[config.mk]
export PLATFORM = sky130hd
export DESIGN_NAME = mult
export DESIGN_NICKNAME = d
export VERILOG_FILES = /design/src/rtl/mult_pkg.sv /design/src/rtl/mult_delay.sv /design/src/rtl/mult.sv
export SDC_FILE = /design/constraint.sdc
export NUM_CORES = 1
export LEC_CHECK = 0
export ABC_CLOCK_PERIOD_IN_PS = 800
export BUFFER_PORTS_ARGS = -buffer_cell sky130_fd_sc_hd__buf_2
export CORE_AREA = 2 2 81 83
export DETAILED_ROUTE_END_ITERATION = 16
export DIE_AREA = 0 0 83 85
export PLACE_DENSITY = 0.65
export SLEW_MARGIN = 30
export SYNTH_ARGS = -nofsm -noshare
export SYNTH_HDL_FRONTEND = slang
export SYNTH_SLANG_ARGS = --single-unit
export TNS_END_PERCENT = 30
[constraint.sdc]
create_clock -name clk -period 0.8 [get_ports clk]
set_input_delay 0.04 -clock clk [delete_from_list [all_inputs] [get_ports clk]]
set_output_delay 0.04 -clock clk [all_outputs]
set_load 0.03 [all_outputs]
[src/rtl/mult_pkg.sv]
// -----------------------------------------------------------------------------
// mult_pkg
// Shared constants and helpers for the pipelined multiplier.
//   MAX_INPUT_WIDTH : widest operand the multiplier accepts
//   MAX_LATENCY     : deepest pipeline the multiplier accepts
//   prod_width()    : width of the full-precision product for a given operand
//                     width
// -----------------------------------------------------------------------------
package mult_pkg;

    localparam int MAX_INPUT_WIDTH = 32;
    localparam int MAX_LATENCY     = 8;

    // A full-precision product of two w-bit operands needs 2*w bits.
    function automatic int prod_width(input int w);
        return 2 * w;
    endfunction

endpackage : mult_pkg

[src/rtl/mult_delay.sv]
// -----------------------------------------------------------------------------
// mult_delay
// Enable-gated register chain of CYCLES stages, WIDTH bits wide. Every stage
// shifts on a rising clk edge when en_i is high and holds otherwise. The
// output is taken straight from the last register.
//
// Ports
//   clk   : clock, rising edge
//   rst   : asynchronous active-high reset, clears every stage
//   en_i  : advance enable
//   d_i   : data entering the first stage
//   q_o   : data leaving the last stage
// -----------------------------------------------------------------------------
module mult_delay #(
    parameter int WIDTH  = 1,
    parameter int CYCLES = 1
) (
    input  logic             clk,
    input  logic             rst,
    input  logic             en_i,
    input  logic [WIDTH-1:0] d_i,
    output logic [WIDTH-1:0] q_o
);

    logic [WIDTH-1:0] stage_q [CYCLES];

    always_ff @(posedge clk or posedge rst) begin
        if (rst) begin
            // NOTE: every stage is reset, not just the output, so that no
            // in-flight value survives a reset and re-emerges later.
            for (int i = 0; i < CYCLES; i++) begin
                stage_q[i] <= '0;
            end
        end else if (en_i) begin
            // NOTE: non-blocking assignments make all stages sample their
            // predecessor's old value, giving a true shift rather than a
            // single-cycle flow-through.
            stage_q[0] <= d_i;
            for (int i = 1; i < CYCLES; i++) begin
                stage_q[i] <= stage_q[i-1];
            end
        end
    end

    assign q_o = stage_q[CYCLES-1];

endmodule : mult_delay

[src/rtl/mult.sv]
// -----------------------------------------------------------------------------
// mult
// Fully pipelined INPUT_WIDTH x INPUT_WIDTH multiplier producing a full
// 2*INPUT_WIDTH-bit product LATENCY enabled clock edges after the operands
// are sampled. Signed (two's-complement) or unsigned by IS_SIGNED.
//
// Optional feature: define MULT_VALID_EN to add a valid_in/valid_out
// side-band that travels through a register chain matching the data path.
//
// Ports
//   clk       : clock, rising edge
//   rst       : asynchronous active-high reset, clears all stages
//   en        : pipeline advance enable; all stages hold when low
//   in0, in1  : operands
//   valid_in  : (MULT_VALID_EN only) qualifies the operands
//   valid_out : (MULT_VALID_EN only) qualifies product
//   product   : registered full-precision product
// -----------------------------------------------------------------------------
module mult
    import mult_pkg::*;
#(
    parameter int INPUT_WIDTH = 8,
    parameter bit IS_SIGNED   = 1'b0,
    parameter int LATENCY     = 1
) (
    input  logic                       clk,
    input  logic                       rst,
    input  logic                       en,
    input  logic [INPUT_WIDTH-1:0]     in0,
    input  logic [INPUT_WIDTH-1:0]     in1,
`ifdef MULT_VALID_EN
    input  logic                       valid_in,
    output logic                       valid_out,
`endif
    output logic [2*INPUT_WIDTH-1:0]   product
);

    localparam int PW = prod_width(INPUT_WIDTH);

    // Reject illegal configurations at elaboration time.
    if (INPUT_WIDTH < 1 || INPUT_WIDTH > MAX_INPUT_WIDTH) begin : g_bad_width
        $fatal(1, "mult: INPUT_WIDTH=%0d outside 1..%0d", INPUT_WIDTH, MAX_INPUT_WIDTH);
    end
    if (LATENCY < 1 || LATENCY > MAX_LATENCY) begin : g_bad_latency
        $fatal(1, "mult: LATENCY=%0d outside 1..%0d", LATENCY, MAX_LATENCY);
    end

    logic [PW-1:0] a_ext;
    logic [PW-1:0] b_ext;
    logic [PW-1:0] product_d;

    // Extending both operands to the product width first means the low PW
    // bits of an ordinary unsigned multiply are the exact result for both
    // signed and unsigned operands; nothing above bit PW-1 is ever needed.
    always_comb begin
        // NOTE: defaults are assigned before the conditional override so
        // every path drives every signal and no latch is inferred.
        a_ext = {{INPUT_WIDTH{1'b0}}, in0};
        b_ext = {{INPUT_WIDTH{1'b0}}, in1};
        if (IS_SIGNED) begin
            a_ext = {{INPUT_WIDTH{in0[INPUT_WIDTH-1]}}, in0};
            b_ext = {{INPUT_WIDTH{in1[INPUT_WIDTH-1]}}, in1};
        end
        product_d = a_ext * b_ext;
    end

    // The product is computed in front of the chain, so the first stage
    // already holds a finished result and product is purely registered.
    mult_delay #(
        .WIDTH  (PW),
        .CYCLES (LATENCY)
    ) u_data_delay (
        .clk  (clk),
        .rst  (rst),
        .en_i (en),
        .d_i  (product_d),
        .q_o  (product)
    );

`ifdef MULT_VALID_EN
    mult_delay #(
        .WIDTH  (1),
        .CYCLES (LATENCY)
    ) u_valid_delay (
        .clk  (clk),
        .rst  (rst),
        .en_i (en),
        .d_i  (valid_in),
        .q_o  (valid_out)
    );
`endif

endmodule : mult

== Yosys cells after proc, flatten, opt, wreduce, memory -nomap -nowiden ==
Cells that the tools add are included.

* Register bits after elaboration: 16
* Input bits: 19
* Output and inout port bits: 16

* $mul: 1

{| class="wikitable"
|+ Operator list
! cell !! count
|-
| $mul 8x8->16 || 1
|}

== Longest topological paths before layout ==
Gate-level depths: netlist of run 1.

* Depth in word-level cells: 1
* Mapped depth: 15
* Depth with buffers taken out: 15

== By module ==
From an unflattened synthesis of run 1, not the netlist that was laid out.

* Cell total of the unflattened synthesis: 278
* Area total of the unflattened synthesis: 2760.1 um^2

{| class="wikitable"
|+ By module, submodules not included
! module !! times used !! cells each !! area each (um^2)
|-
| mult || 1 || 243 || 2107.0
|-
| mult_delay || 1 || 35 || 653.1
|}

== Worst setup path before layout of run 1 ==
OpenSTA, ideal clock, no wires.

* Path kind: input-to-reg
* Start point: input in1[4]
* End point: register u_data_delay.stage_q, in the netlist u_data_delay.q_o[12]
* Library setup time: 125 ps
* Arrival time: 3592 ps
* Slack: -2918 ps
* Stages: 15
* Buffers on the path: 0
* Cells stage by stage: and2_1 fa_1 inv_1 fa_1 inv_1 fa_1 inv_1 fa_1 inv_1 ha_1 a21oi_1 o211ai_2 a31oi_1 xnor2_1 mux2_4

* Word-level cells in the longest chain between the ends: 1

{| class="wikitable"
|+ RTL lines
! element !! line !! RTL
|-
| from (decl) || mult.sv:30 || <nowiki>input logic [INPUT_WIDTH-1:0] in1,</nowiki>
|-
| $mul 8x8->16 || mult.sv:64 || <nowiki>product_d = a_ext * b_ext;</nowiki>
|-
| to (signal, indexed assignment) || mult_delay.sv:40 || <nowiki>stage_q[i] <= stage_q[i-1];</nowiki>
|-
| to (decl) || mult_delay.sv:25 || <nowiki>logic [WIDTH-1:0] stage_q [CYCLES];</nowiki>
|}

No other way between the ends.
A chain may end at the register's enable or synchronous reset.

== Final worst setup path of run 1 ==
* Start point: input in1[2]
* End point: register u_data_delay.stage_q, in the netlist u_data_delay.q_o[12]

The elaborated chain is that of the path after synthesis.

==> out/metrics.cfg, run 1 <==
[setup_path]
rrSetupSlack_ns = 0.01
crit_type = input port to register
worstPathMaxFanout = 4
crit_slowest_cell = fa_1
cp-startpoint = in1[2]
slowest_delay_ns = 0.53
reg2reg_to = u_data_delay.q_o[7]
crit_required_ns = 0.94
arrival_ns = 3.56
endpoint = u_data_delay.q_o[12]
worst_setup_path_start_kind = input port
rr_startpoint = u_data_delay.q_o[7]
cpMostUsedCell = fa_1
reg2regPathDepth = 1
crit_chain = buf_8 > and2_4 > fa_1 > inv_1 > fa_1 > inv_1 > fa_1 > inv_1 > fa_1 > inv_2 > ha_4 > o211ai_4 > o211ai_2 > a31oi_1 > xnor2_1 > mux2_4
cp-end-kind = register

[synth]
syn_nets = 370
synth_cell_type_count = 35
syn_inst = 279
synth_area_per_cell_um2 = 9.57
ys_seq_area_share_pct = 15.0
ys_seq_elements = 16
yosysWarnings = 0
syn-cell-area_mm2 = 0.00267

[final_layout]
largest_reg_flops = 16
final_cells = 440
area_delta_synth_final_pct = 39.7
utilization_pct = 60.1
nFillCells = 544
layout-drive-gt1-share_pct = 38.8
fin_nets = 455
antenna_cells = 0

[die]
ioPinCount = 35
die-area_mm2 = 0.00706
die_y_um = 85
dieWidth_um = 83
start_util_pct = 43.0
core_mm2 = 0.00620
fp-row-count = 29

[global_route]
grt_pass1_vias = 2443
grt_pass1_wl_um = 10500
grt_max_degree = 17
grt_use_total_pct = 17.9
grt_overflow_total = 0
antenna_found_initial = 0

[run]
maxCapViolations = 0

[placed_design]
io_buffers = 34
place_congestion = 0.765
dp_slack_ns = -2.94
dp_hpwl_um = 4900
dp_cells = 431

[drt]
avgViaCountPerCell = 4.85
wl_per_cell_um = 13.2
routed-via-count = 2136
ant_nets = 0
drt_iter0_drc = 49
drtPass1Iterations = 4
wl_um = 5790
drc = 0

[pwr]
irDropWorstVdd_mv = 1.92
leakage_nw = 1.90
power_density_mw_per_mm2 = 2740

[clock_tree]
clock_latency_ns = 0.25
cts_root_buf = clkbuf_8
cts_tree = built
path_clk_slew_ns = 0.06
cts_buffer_depth = 2
htreeDepth = 1
numCtsBuffers = 3
cts.sinks = 16

[sta]
slew_headroom_pct = 84.3
post-route-period-util_pct = 427
fin_ws_ns = -2.62
min_period_ns = 3.42
hold_violations = 0
setup_tns_ns = -31.12
finalSetupViolations = 31
finalClockSkew_ns = 0
maxSlewViolCount = 0
clock.fmax_mhz = 293
rsz0062_at_grt = yes
max_slew.worst_pin.slew_ns = 0.233

[run_status]
violations = negative setup slack
status = complete, but fails checks

[hold_path]
hp-start = en
hold_path_class = input port to register

-- cells in the mapped netlist, drive strengths merged --
| cell | n | share of area, % |
|---|---|---|
| xnor2 | 8 | 2.6 |
| nor2 | 1 | 0.14 |
| fa | 36 | 27 |
| buf | 1 | 0.19 |
| a21o | 4 | 1.4 |
| nor2b | 2 | 0.47 |
| a21oi | 12 | 2.5 |
| or3 | 1 | 0.23 |
| a31oi | 2 | 0.47 |
| mux2 | 11 | 4.9 |
| o31ai | 1 | 0.28 |
| o21ai | 6 | 1.1 |
| and2 | 45 | 11 |
| dfrtp | 16 | 15 |
| nand2 | 28 | 3.9 |
| a21boi | 1 | 0.28 |
| ha | 36 | 17 |
| o211ai | 3 | 1.2 |
| inv | 52 | 7.3 |
| clkbuf | 1 | 0.14 |
| a211oi | 1 | 0.47 |
| xor2 | 1 | 0.33 |
| and3 | 2 | 0.52 |
| nand2b | 2 | 0.47 |
| nor3 | 1 | 0.19 |
| a22o | 1 | 0.33 |
| nand3 | 2 | 0.37 |
| o2111ai | 1 | 0.33 |
| a31o | 1 | 0.33 |
-- worst max-delay path: cells and delay by family --
kind / cells / cell delay, ns
AO/OA/AOI/OAI: 3 / 0.39
XOR/XNOR: 1 / 0.14
adder cells (fa/ha/maj): 5 / 2.26
buffers and inverters: 5 / 0.31
multiplexers: 1 / 0.26
AND/OR/NAND/NOR: 1 / 0.15
-- per-stage QoR --
| step | hold slack, ns | total power [mW] | cell area [µm²] |
|---|---|---|---|
| 3_5_place_dp | 0.0538 | 8.25 | 3320 |
| 2_1_floorplan | -0.0463 | 6.02 | 2730 |
| 3_3_place_gp | 0.0517 | 8.13 | 3320 |
| 5_1_grt | 0.196 | 11.1 | 3730 |
| 4_1_cts | 0.191 | 10.3 | 3680 |
| 6_report | 0.189 | 10.2 | 3730 |
-- cell type report --
class	instances	area [µm²]	share of cell area (%)
clock buffers	4	55.1	1.48
inverters	52	195	5.23
multi-input cells	209	2290	61.4
flip-flops and latches	16	400	10.7
well taps	77	96.3	2.58
repair buffers	82	693	18.6
-- layer usage --
metal	track usage (%)	up-vias	share of wire, %	wire (µm)
li1	-	1052	-	-
met1	21.9	1065	43	2520
met2	34.8	17	55	3200
met5	0	-	0	0
met3	1.75	2	1.1	62
met4	2.53	0	0.26	15
-- cells by family after synthesis --
| kind of cell | Yosys count | share of synthesized area, % |
|---|---|---|
| simple gates | 84 | 16.9 |
| fa+ha+maj | 72 | 43.9 |
| buf+inv | 54 | 7.64 |
| compound gates | 33 | 8.76 |
| flops | 16 | 15.0 |
| mux | 11 | 4.92 |
| xor+xnor | 9 | 2.95 |
-- how the worst min path moves through the flow --
stage | end | cells past startpoint
floorplan | u_data_delay.q_o[0] | 1
global placement | u_data_delay.q_o[11] | 3
detailed placement | u_data_delay.q_o[11] | 3
CTS | u_data_delay.q_o[0] | 3
global route | u_data_delay.q_o[0] | 3
finish | u_data_delay.q_o[0] | 3
-- what timing repair did --
item / in CTS / in global routing
endpoints found under the hold margin: 16 / 0
gates resized for setup: 76 / 10
endpoints found under the setup margin: 31 / 31
pin swaps: 33 / 8
hold buffers: 1 / 0
setup buffers: 4 / 0
-- power by group --
group          leakage (nW)  total [mW]  internal [mW]  switching, mW
Combinational          1.68        8.09           4.24           3.85
Clock                0.0288       0.715          0.437          0.278
Sequential            0.194        1.40           1.16          0.248
-- cells in the final DEF, fill, tap and decap left out, types with 7 or more instances in the layout --
cell type / Yosys / final
buf_2: 1 / 11
dfrtp_1: 16 / 16
buf_4: 0 / 46
ha_1: 36 / 28
ha_4: 0 / 8
buf_6: 0 / 22
nand2_1: 28 / 28
inv_1: 52 / 47
and2_1: 45 / 33
fa_1: 36 / 33
xnor2_1: 8 / 8
and2_4: 0 / 12
mux2_2: 9 / 7
(Power assumes the default switching activity.)
==> run 2, diff against run 1 <==
--- a/config.mk
+++ b/config.mk
@@ -11,6 +11,7 @@
 export DETAILED_ROUTE_END_ITERATION = 16
 export DIE_AREA = 0 0 83 85
 export PLACE_DENSITY = 0.65
+export SETUP_SLACK_MARGIN = 0.2
 export SLEW_MARGIN = 30
 export SYNTH_ARGS = -nofsm -noshare
 export SYNTH_HDL_FRONTEND = slang
==> run 2 against run 1 <==
  * The run still ends with negative setup slack left
  * Sequential share of layout area is the same
  * Critical path depth is the same
  * Power is essentially flat
  * Design area is the same
  * Clock power is essentially flat
  * Critical path type unchanged
  * Combinational power is essentially flat
  * Clock skew is the same
  * Flip-flop and latch count is the same
==> out/metrics.cfg, run 2 (synthesized netlist as in run 1, its figures left out) <==
[setup_path]
rrSetupSlack_ns = 0.01  ; about the same
crit_family = adder cells
crit_type = input port to register
cpMostUsedCell = fa_1
worst_setup_path_start_kind = input port
crit_required_ns = 0.94  ; about the same
slowest_delay_ns = 0.53  ; about the same
cp-end-kind = register
crit_slowest_cell = fa_1
cp.depth = 16  ; unchanged
path_buf_inv = 5  ; unchanged
worstPathMaxFanout = 4  ; unchanged
reg2regPathDepth = 1  ; unchanged
arrival_ns = 3.56  ; about the same
crit_chain = buf_8 > and2_4 > fa_1 > inv_1 > fa_1 > inv_1 > fa_1 > inv_1 > fa_1 > inv_2 > ha_4 > o211ai_4 > o211ai_2 > a31oi_1 > xnor2_1 > mux2_4

[drt]
drc = 0  ; unchanged
drtPass1Iterations = 4  ; unchanged
wl_per_cell_um = 13.2  ; unchanged
wl_um = 5790  ; unchanged
routed-via-count = 2139  ; +0.14%
drt_iter0_drc = 48  ; -2.0%
ant_nets = 0  ; unchanged
avgViaCountPerCell = 4.86  ; +0.14%

[sta]
finalClockSkew_ns = 0  ; unchanged
clock.fmax_mhz = 292  ; -0.11%
hold_violations = 0  ; unchanged
slew_headroom_pct = 84.3  ; unchanged
fin_ws_ns = -2.62  ; -0.00372 ns
min_period_ns = 3.42  ; +0.00372 ns
post-route-period-util_pct = 428  ; +0.46 points
rsz0062_at_grt = yes
maxSlewViolCount = 0  ; unchanged
finalSetupViolations = 31  ; unchanged
max_slew.worst_pin.slew_ns = 0.233  ; unchanged

[final_layout]
area_delta_synth_final_pct = 39.7  ; unchanged
antenna_cells = 0  ; unchanged
layout-drive-gt1-share_pct = 38.8  ; unchanged
largest_reg_flops = 16  ; unchanged
utilization_pct = 60.1  ; unchanged
fin_nets = 455  ; unchanged
final_common_cell = inv_1
nFillCells = 544  ; unchanged
layout_common_cells = 47 x inv_1, 46 x buf_4, 33 x and2_1, 33 x fa_1

[die]
dieWidth_um = 83  ; unchanged
die_y_um = 85  ; unchanged
core_mm2 = 0.00620  ; unchanged
start_util_pct = 43.0  ; unchanged
fp-row-count = 29  ; unchanged
die-area_mm2 = 0.00706  ; unchanged
ioPinCount = 35  ; unchanged

[pwr]
sw_frac_of_total_pct = 42.9  ; about the same
p_total_mw = 10.2  ; about the same
pwr-share-comb_pct = 79.3  ; about the same
intPower_mw = 5.84  ; about the same
power_density_mw_per_mm2 = 2740  ; about the same
clockPowerShare_pct = 7.0  ; about the same
irDropWorstVdd_mv = 1.92  ; about the same
leakage_nw = 1.90  ; about the same
p_switching_mw = 4.38  ; about the same
seqPwrFrac_pct = 13.7  ; about the same

[run]
maxCapViolations = 0  ; unchanged

[clock_tree]
clock_latency_ns = 0.25  ; about the same
cts_buffer_depth = 2  ; unchanged
cts_tree = built
cts.sinks = 16  ; unchanged
cts_root_buf = clkbuf_8
htreeDepth = 1  ; unchanged
numCtsBuffers = 3  ; unchanged
path_clk_slew_ns = 0.06  ; about the same

[placed_design]
io_buffers = 34  ; unchanged
place_congestion = 0.765  ; unchanged
dp_hpwl_um = 4900  ; unchanged

[hold_path]
hold_path_class = input port to register
min_path_cells = 3  ; unchanged

[run_status]
status = complete, but fails checks
violations = negative setup slack

[global_route]
antenna_found_initial = 0  ; unchanged
grt_pass1_vias = 2444  ; +0.041%
grt_pass1_wl_um = 10500  ; unchanged
grt_max_degree = 17  ; unchanged
grt_use_total_pct = 17.9  ; unchanged
grt_overflow_total = 0  ; unchanged

run 2: cell types whose count changed in the layout (fill, tap and decap cells not counted):
| cell | before | now |
|---|---|---|
| o21ai_0 | 3 | 2 |
| o21ai_1 | 2 | 3 |
run 2: timing repair:
action	in CTS	in global routing
hold buffers	1	0
setup buffers	4	0
endpoints found under the setup margin	32	32
gates resized for setup	77	10
pin swaps	34	9
hold endpoints to repair	16	0
run 2: final cells by class:
class                   count  area, µm²  area share (%)
inverters                  52        195            5.23
well taps                  77       96.3            2.58
flip-flops and latches     16        400            10.7
repair buffers             82        693            18.6
clock buffers               4       55.1            1.48
multi-input cells         209       2290            61.4
run 2: metal layers:
| layer | share of wire (%) | vias to the layer above | global-route usage (%) |
|---|---|---|---|
| met4 | 0.26 | 0 | 2.53 |
| met5 | 0 | - | 0 |
| met2 | 55 | 17 | 34.8 |
| li1 | - | 1052 | - |
| met1 | 43 | 1068 | 21.9 |
| met3 | 1.1 | 2 | 1.75 |
run 2: worst paths after layout:
path	from	endpoint
max	in1[2]	u_data_delay.q_o[12]
min	en	u_data_delay.q_o[0]
max reg2reg	u_data_delay.q_o[7]	u_data_delay.q_o[7]
min reg2reg	u_data_delay.q_o[1]	u_data_delay.q_o[1]
max in group asynchronous	rst	u_data_delay.q_o[3]
min in group asynchronous	rst	u_data_delay.q_o[11]
run 2: power groups by stage:
stage	combinational (mW)	sequential [mW]	clock, mW
after global routing	8.93	1.45	0.765
after detailed placement	6.92	1.33	0
after global placement	6.80	1.33	0
after CTS	8.12	1.41	0.727
after floorplan	4.05	1.97	0
final	8.10	1.40	0.715
run 2: metrics by stage:
stage | cell area, µm² | setup slack (ns) | TNS, ns | instances | hold slack [ns]
after floorplan | 2730 | -2.65 | -30.56 | 279 | -0.0463
after global routing | 3730 | -2.76 | -33.00 | 440 | 0.173
final | 3730 | -2.62 | -31.12 | 440 | 0.170
after global placement | 3320 | -2.92 | -35.27 | 431 | 0.0517
after CTS | 3680 | -2.64 | -31.40 | 440 | 0.162
after detailed placement | 3320 | -2.94 | -35.75 | 431 | 0.0538
